$ cat src/rtl/demux_1_to_k_buffered_if.sv
// Producer/consumer bundle for the 1-to-K buffered distributor.
// slave: the distributor itself; master: the producer plus the K consumers.
interface demux_1_to_k_buffered_if #(
  parameter int K    = 4,
  parameter int SIZE = 16
);
  localparam int SW = (K > 1) ? $clog2(K) : 1;

  logic [SIZE-1:0]   in_data;
  logic [SW-1:0]     in_sel;
  logic              in_valid;
  logic              in_ready;
  logic [K*SIZE-1:0] out_bus;
  logic [K-1:0]      out_valid;
  logic [K-1:0]      out_ready;
  logic              err_sel;

  modport slave (
    input  in_data, in_sel, in_valid, out_ready,
    output in_ready, out_bus, out_valid, err_sel
  );

  modport master (
    output in_data, in_sel, in_valid, out_ready,
    input  in_ready, out_bus, out_valid, err_sel
  );
endinterface

$ cat src/rtl/demux_1_to_k_buffered.sv
// Steers one word per cycle into K 2-entry lane FIFOs; visible on its lane one cycle after the push.
// in_ready drops only while the selected lane is full (no pass-through); out-of-range selects are dropped and flagged.
module demux_1_to_k_buffered #(
  parameter int K    = 4,
  parameter int SIZE = 16
) (
  input logic                      clk,
  input logic                      rst_n,
  demux_1_to_k_buffered_if.slave   bus
);
  logic [SIZE-1:0] mem_q [K][2];
  logic [1:0]      cnt_q [K];
  logic [1:0]      cnt_d [K];
  logic [K-1:0]    wptr_q, wptr_d;
  logic [K-1:0]    rptr_q, rptr_d;
  logic            err_q, err_d;

  logic            in_range;
  logic            in_ready;
  logic [K-1:0]    push;
  logic [K-1:0]    pop;
  logic [K*SIZE-1:0] out_bus;
  logic [K-1:0]    out_valid;

  assign in_range = int'(bus.in_sel) < K;

  // Readiness looks only at registered lane state, never at out_ready.
  always_comb begin
    in_ready = 1'b1;
    for (int i = 0; i < K; i++) begin
      if (int'(bus.in_sel) == i) begin
        in_ready = (cnt_q[i] != 2'd2);
      end
    end
  end

  always_comb begin
    push    = '0;
    pop     = '0;
    wptr_d  = wptr_q;
    rptr_d  = rptr_q;
    out_bus = '0;
    out_valid = '0;
    for (int i = 0; i < K; i++) begin
      push[i]      = bus.in_valid && in_ready && (int'(bus.in_sel) == i);
      out_valid[i] = (cnt_q[i] != 2'd0);
      pop[i]       = out_valid[i] && bus.out_ready[i];
      cnt_d[i]     = cnt_q[i] + 2'(push[i]) - 2'(pop[i]);
      wptr_d[i]    = wptr_q[i] ^ push[i];
      rptr_d[i]    = rptr_q[i] ^ pop[i];
      out_bus[i*SIZE +: SIZE] = mem_q[i][rptr_q[i]];
    end
    err_d = err_q | (bus.in_valid && in_ready && !in_range);
  end

  // Storage is cleared too so the lane heads read zero straight out of reset.
  always_ff @(posedge clk or negedge rst_n) begin
    if (!rst_n) begin
      for (int i = 0; i < K; i++) begin
        cnt_q[i]    <= '0;
        mem_q[i][0] <= '0;
        mem_q[i][1] <= '0;
      end
      wptr_q <= '0;
      rptr_q <= '0;
      err_q  <= 1'b0;
    end else begin
      for (int i = 0; i < K; i++) begin
        cnt_q[i] <= cnt_d[i];
        if (push[i]) begin
          mem_q[i][wptr_q[i]] <= bus.in_data;
        end
      end
      wptr_q <= wptr_d;
      rptr_q <= rptr_d;
      err_q  <= err_d;
    end
  end

  assign bus.in_ready  = in_ready;
  assign bus.out_bus   = out_bus;
  assign bus.out_valid = out_valid;
  assign bus.err_sel   = err_q;
endmodule

$ cat src/flat_wrapper.sv
// flat-port wrapper written by rule: the top's interface ports become plain ports
module demux_1_to_k_buffered_flat 
#(
  parameter int K    = 4,
  parameter int SIZE = 16
)
  (clk, rst_n, bus_in_data, bus_in_sel, bus_in_valid, bus_out_ready, bus_in_ready, bus_out_bus, bus_out_valid, bus_err_sel);
  demux_1_to_k_buffered_if #(.K(K), .SIZE(SIZE)) bus_i ();
  input logic clk;
  input logic rst_n;
  input wire logic [$bits(bus_i.in_data)-1:0] bus_in_data;
  input wire logic [$bits(bus_i.in_sel)-1:0] bus_in_sel;
  input wire logic [$bits(bus_i.in_valid)-1:0] bus_in_valid;
  input wire logic [$bits(bus_i.out_ready)-1:0] bus_out_ready;
  output wire logic [$bits(bus_i.in_ready)-1:0] bus_in_ready;
  output wire logic [$bits(bus_i.out_bus)-1:0] bus_out_bus;
  output wire logic [$bits(bus_i.out_valid)-1:0] bus_out_valid;
  output wire logic [$bits(bus_i.err_sel)-1:0] bus_err_sel;
  assign bus_i.in_data = bus_in_data;
  assign bus_i.in_sel = bus_in_sel;
  assign bus_i.in_valid = bus_in_valid;
  assign bus_i.out_ready = bus_out_ready;
  assign bus_in_ready = bus_i.in_ready;
  assign bus_out_bus = bus_i.out_bus;
  assign bus_out_valid = bus_i.out_valid;
  assign bus_err_sel = bus_i.err_sel;
  demux_1_to_k_buffered #(.K(K), .SIZE(SIZE)) u_core (.clk(clk), .rst_n(rst_n), .bus(bus_i));
endmodule
$ cat config.mk
export PLATFORM = sky130hd
export DESIGN_NAME = demux_1_to_k_buffered_flat
export DESIGN_NICKNAME = d
export VERILOG_FILES = /design/src/rtl/demux_1_to_k_buffered_if.sv /design/src/rtl/demux_1_to_k_buffered.sv /design/src/flat_wrapper.sv
export SDC_FILE = /design/constraint.sdc
export NUM_CORES = 1
export LEC_CHECK = 0
export ABC_AREA = 1
export BUFFER_PORTS_ARGS = -buffer_cell sky130_fd_sc_hd__buf_2
export CAP_MARGIN = 10
export CORE_MARGIN = 2
export CORE_UTILIZATION = 50
export CTS_CLUSTER_DIAMETER = 150
export CTS_CLUSTER_SIZE = 16
export DETAILED_ROUTE_END_ITERATION = 10
export HOLD_SLACK_MARGIN = 0.02
export PLACE_DENSITY = 0.71
export SETUP_SLACK_MARGIN = 0.1
export SKIP_LAST_GASP = 1
export SLEW_MARGIN = 30
export SYNTH_ARGS = -nofsm -noshare
export SYNTH_HDL_FRONTEND = slang
export SYNTH_SLANG_ARGS = --single-unit
export TNS_END_PERCENT = 30
$ cat constraint.sdc
create_clock -name clk -period 2.7 [get_ports clk]
set_clock_uncertainty 0.1 [all_clocks]
set_input_delay 0.675 -clock clk [delete_from_list [all_inputs] [get_ports clk]]
set_output_delay 0.675 -clock clk [all_outputs]
set_load 0.1 [all_outputs]
After elaboration in Yosys (flattened, before gate mapping)

Index checks and enable logic that the tools add are counted.

Reductions and logical operators: 18
Equality and inequality tests: 7
Add/sub/neg operators: 8
Order comparisons: 12
Bitwise gates (word level): 16
Mux-type cells: 28

Operators by type and width:

| kind                                                      | number |
|---|---|
| two-way mux 16 bit                                        | 16 |
| bitwise mux 32 bit                                        | 4 |
| demux 16 bit (select 1 bit)                               | 4 |
| greater-or-equal comparator 2 bit (second input constant) | 8 |
| inverter 1 -> 2 bit                                       | 8 |
| logical AND 1 bit                                         | 13 |
| adder 2 x 1 -> 2 bit                                      | 4 |
| < comparator 2 x 1 -> 1 bit (second input constant)       | 4 |
| != test 2 bit (second input constant)                     | 4 |
| nonzero test 2 bit                                        | 4 |
| subtractor 2 x 1 -> 2 bit                                 | 4 |
| bitwise XOR 1 bit                                         | 8 |
| == test 2 bit (second input constant)                     | 2 |
| two-way mux 1 bit                                         | 4 |
| == test 2 x 1 -> 1 bit (second input constant)            | 1 |
| zero test 2 bit                                           | 1 |

Flip-flop bits (word level): 144
Input bits: 25
Word-level logic and storage cells: 103
Output and inout port bits: 70

Longest topological paths before layout

Word-level depth: 9
Depth in mapped cells: 11
Gate-level depth less buffers: 10

Least setup slack after synthesis

OpenSTA, ideal clock, no wires.

Path type: in2out
Start: input bus_in_sel[0]
End: output bus_in_ready
Arrival time: 3.068 ns
Cell stages on the path: 5
Data required time: 1.925 ns
Path buffers: 0
Setup slack: -1.143 ns
Path through: inv_1 nor2_1 nand2_1 nand2_1 nor3b_1

Cells in the longest elaborated chain, start to end: 5
Elaborated cells on any way between the ends: 8
Those cells by class: 3 x eq/ne; 4 x mux; 1 x reduce/logical

Ends and longest elaborated chain:

| element                        | RTL line                    | source |
|---|---|---|
| start: declaration             | flat_wrapper.sv:12          | `input wire logic [$bits(bus_i.in_sel)-1:0] bus_in_sel;` |
| zero test 2 bit                | demux_1_to_k_buffered.sv:31 | `if (int'(bus.in_sel) == i) begin` |
| two-way mux 1 bit (3 in a row) | demux_1_to_k_buffered.sv:31 |  |
| two-way mux 1 bit *            | demux_1_to_k_buffered.sv:31 |  |
| end: declaration               | flat_wrapper.sv:15          | `output wire logic [$bits(bus_i.in_ready)-1:0] bus_in_ready;` |

Every way passes the cells marked *; elsewhere a longest branch is shown, timed or not.

Worst setup path after layout

Start: register u_core.rptr_q[0]
End: output bus_out_bus[3]

Cells in the longest elaborated chain, start to end: 4

Ends and longest elaborated chain:

| element                                               | RTL line                    | source |
|---|---|---|
| start: declaration                                    | demux_1_to_k_buffered.sv:15 | `logic [K-1:0] rptr_q, rptr_d;` |
| start signal: assignment                              | demux_1_to_k_buffered.sv:75 | `rptr_q <= rptr_d;` |
| inverter 1 -> 2 bit (not written as such)             | demux_1_to_k_buffered.sv:51 | `out_bus[i*SIZE +: SIZE] = mem_q[i][rptr_q[i]];` |
| two-way mux 16 bit (not written as such) (3 in a row) | demux_1_to_k_buffered.sv:51 |  |
| end: declaration                                      | flat_wrapper.sv:16          | `output wire logic [$bits(bus_i.out_bus)-1:0] bus_out_bus;` |

No other way between the ends. The select of a mux whose other input is x is not followed.

==> key figures <==
Clock tree
  • Hold_buf cts: 0
  • Clock transition at path regs: roughly 0.06 ns
  • CTS sink count: approximately 140
  • Post-CTS Setup Repair Bufs: 0
  • CTS root buf: clkbuf_16
  • CTS max path bufs: 2
  • TritonCTS buffer count: 17
  • CTS tree: built
  • CTS H-tree lvls: 4
  • Latest clock arrival within the worst-skew pair: 0.41 ns

Synth
  • Synthesized area: 6626 µm²
  • Synthesis-stage register bit count: ~140
  • Syn Area/Cell: 10.21 µm²
  • Post-synthesis sequential area ratio: approximately 54%
  • Unique cell type count in the Yosys netlist: 20
  • Post-synthesis instance total: approximately 650
  • Yosys warnings: 0
  • Synthesized netlist net count: ~700

Cells and area
  • Reg area: roughly 3600 µm²
  • Area of the multi-input gates: ~2400 µm²
  • Filler instances: 984
  • Layout area overhead: 24.19%
  • Share of cells above drive strength 1: between 20% and 30%
  • Final layout net count: 781
  • Post-layout util: between 60 and 70%
  • # diodes: 0

Floorplan
  • CORE AREA: 13090 µm²
  • Num rows: 42
  • Starting Density: approximately half
  • I/O pins: 95
  • Die ar.: between 10000 and 15000 µm²
  • Width of the die: around 120 µm
  • Die Span Y: 119.1 µm

Place
  • Number of port buffers: 93
  • Pre-CTS setup slack: ~0.16 ns
  • GPL Wtd Cong: approximately 0.8
  • Post-detail-place hpwl: between 9 and 10 mm

Status
  • Status: complete, no violations

Timing
  • Worst-Margin Slew: a little over 0.6 ns
  • Relative slew margins: about three fifths
  • Final Hold Vio Count: 0
  • Tcrit/Tclk final: 95.43%
  • Endpoints failing setup: 0
  • Tmin final: about 2.6 ns
  • Setup TNS Final: 0 ns
  • Hold WS: approximately 0.15 ns
  • Final worst setup slack: between 0.1 and 0.15 ns
  • Setup repair after global routing missed its margin: yes
  • Highest clock rate: between 300 and 400 MHz
  • Fin. max-slew vios: 0

Min path
  • Worst hold path type: input port to asynchronous set/reset pin

Global routing
  • Largest net degree at the start of global routing: between 60 and 70
  • Vias in the first global route: between 4000 and 5000
  • Initial antenna violation count: 0
  • First-pass GRT wire length: around 24 mm
  • Overflow after GRT: 0
  • Gr usage total: 21.70%

Critical path
  • Worst EP required: around 1.9 ns
  • Type of the worst setup path: register to primary output
  • Worst setup EP type: primary output
  • Crit path DAT: around 1.8 ns
  • Crit Path Max Fanout: 31
  • CP startpoint kind: register

Route
  • Antenna viol nets, final: 0
  • Vias: roughly 4700
  • Post-DR wirelength/cell: ~15 µm
  • Detailed Route Iter0 Violations: between 200 and 300
  • DRC Markers: 0
  • Drt pass-1 iters: 5
  • Final WL: 14.23 mm
  • Vias per cell: 5.068

Run
  • MaxCap Viol Count: 0
## sequential cells by signal (all words and copies together) (netlist names)
register,flops
u_core.mem_q,128
u_core.rptr_q,4
u_core.cnt_q,8
u_core.wptr_q,4
## worst max-delay path, stage by stage (launching register included)
cell	delay (ns)
dfrtp_1	0.38
buf_4	0.31
nand2_1	0.09
o21ai_1	0.13
buf_2	0.46
## kinds of logic after synthesis
family	Yosys count	share of synthesized area, %
muxes	64	13.14
AOI/OAI and AO/OA	128	9.668
xor gates and xnor gates	12	1.586
adders and majority gates	16	3.021
DFF	144	54.38
buffers and inverters	128	9.120
other	1	0.05659
and+or+nand+nor	156	9.026
## per-stage QoR
step           cell area (µm²)  std cells
6_report                  8229        929
5_1_grt                   8229        929
4_1_cts                   8202        929
3_5_place_dp              7487        897
3_3_place_gp              7487        897
2_1_floorplan             6638        649
## per-layer routing
layer  up-vias  share of wire [%]  global-route usage [%]
met3        44                4.1                   4.885
met4         0                4.1                   12.80
met2       132                 50                   35.52
met1      2296                 41                   26.34
met5         -                  0                       0
li1       2236                  -                       -
## cells in the mapped netlist (all sizes together)
cell type / count / area (µm²)
nor2: 9 / 33.78
xnor2: 10 / 87.58
dfrtp: 144 / 3603
mux2: 64 / 870.8
ha: 16 / 200.2
nor3b: 1 / 7.510
buf: 25 / 212.7
or2: 2 / 12.51
conb: 1 / 3.750
inv: 91 / 341.6
clkbuf: 12 / 50.05
nand2: 141 / 529.3
xor2: 2 / 17.52
o21ai: 128 / 640.6
nand3: 3 / 15.01
## final timing paths
kind                                    endpoint              from  slack [ns]  cells past startpoint
worst max-delay path              bus_out_bus[3]  u_core.rptr_q[0]        0.12                      4
worst min-delay path            u_core.mem_q[47]             rst_n        0.15                      1
worst max register to register  u_core.mem_q[44]   u_core.cnt_q[5]        0.57                     10
worst min register to register  u_core.mem_q[96]  u_core.mem_q[96]        0.40                      1
max in group asynchronous       u_core.mem_q[91]             rst_n        1.69                      2
min in group clk                u_core.mem_q[96]  u_core.mem_q[96]        0.40                      1
## timing repair
action,CTS,global route
resized for setup,2,11
endpoints found under the hold margin,0,0
endpoints found under the setup margin,38,37
## final cells by class
class | count | area share [%]
clock buffers | 22 | 5.884
clock inverters | 10 | 2.767
inverters | 91 | 4.151
multi-input cells | 377 | 29.53
flip-flops and latches | 144 | 43.85
well taps | 176 | 2.676
repair buffers | 109 | 11.14
## placed cells by master (no fill, tap or decap), types with 3 or more instances in the layout
| cell | count |
|---|---|
| buf_12 | 21 |
| buf_2 | 67 |
| buf_4 | 10 |
| bufinv_16 | 7 |
| clkbuf_16 | 17 |
| clkbuf_4 | 10 |
| clkbuf_8 | 4 |
| dfrtp_1 | 142 |
| ha_1 | 16 |
| inv_1 | 91 |
| mux2_2 | 24 |
| mux2_4 | 40 |
| nand2_1 | 141 |
| nand3_1 | 3 |
| nor2_1 | 9 |
| o21ai_0 | 64 |
| o21ai_1 | 64 |
| xnor2_1 | 10 |
Power is not shown: default switching activity piles up to over one toggle a cycle in this logic, so the estimate is an artifact.
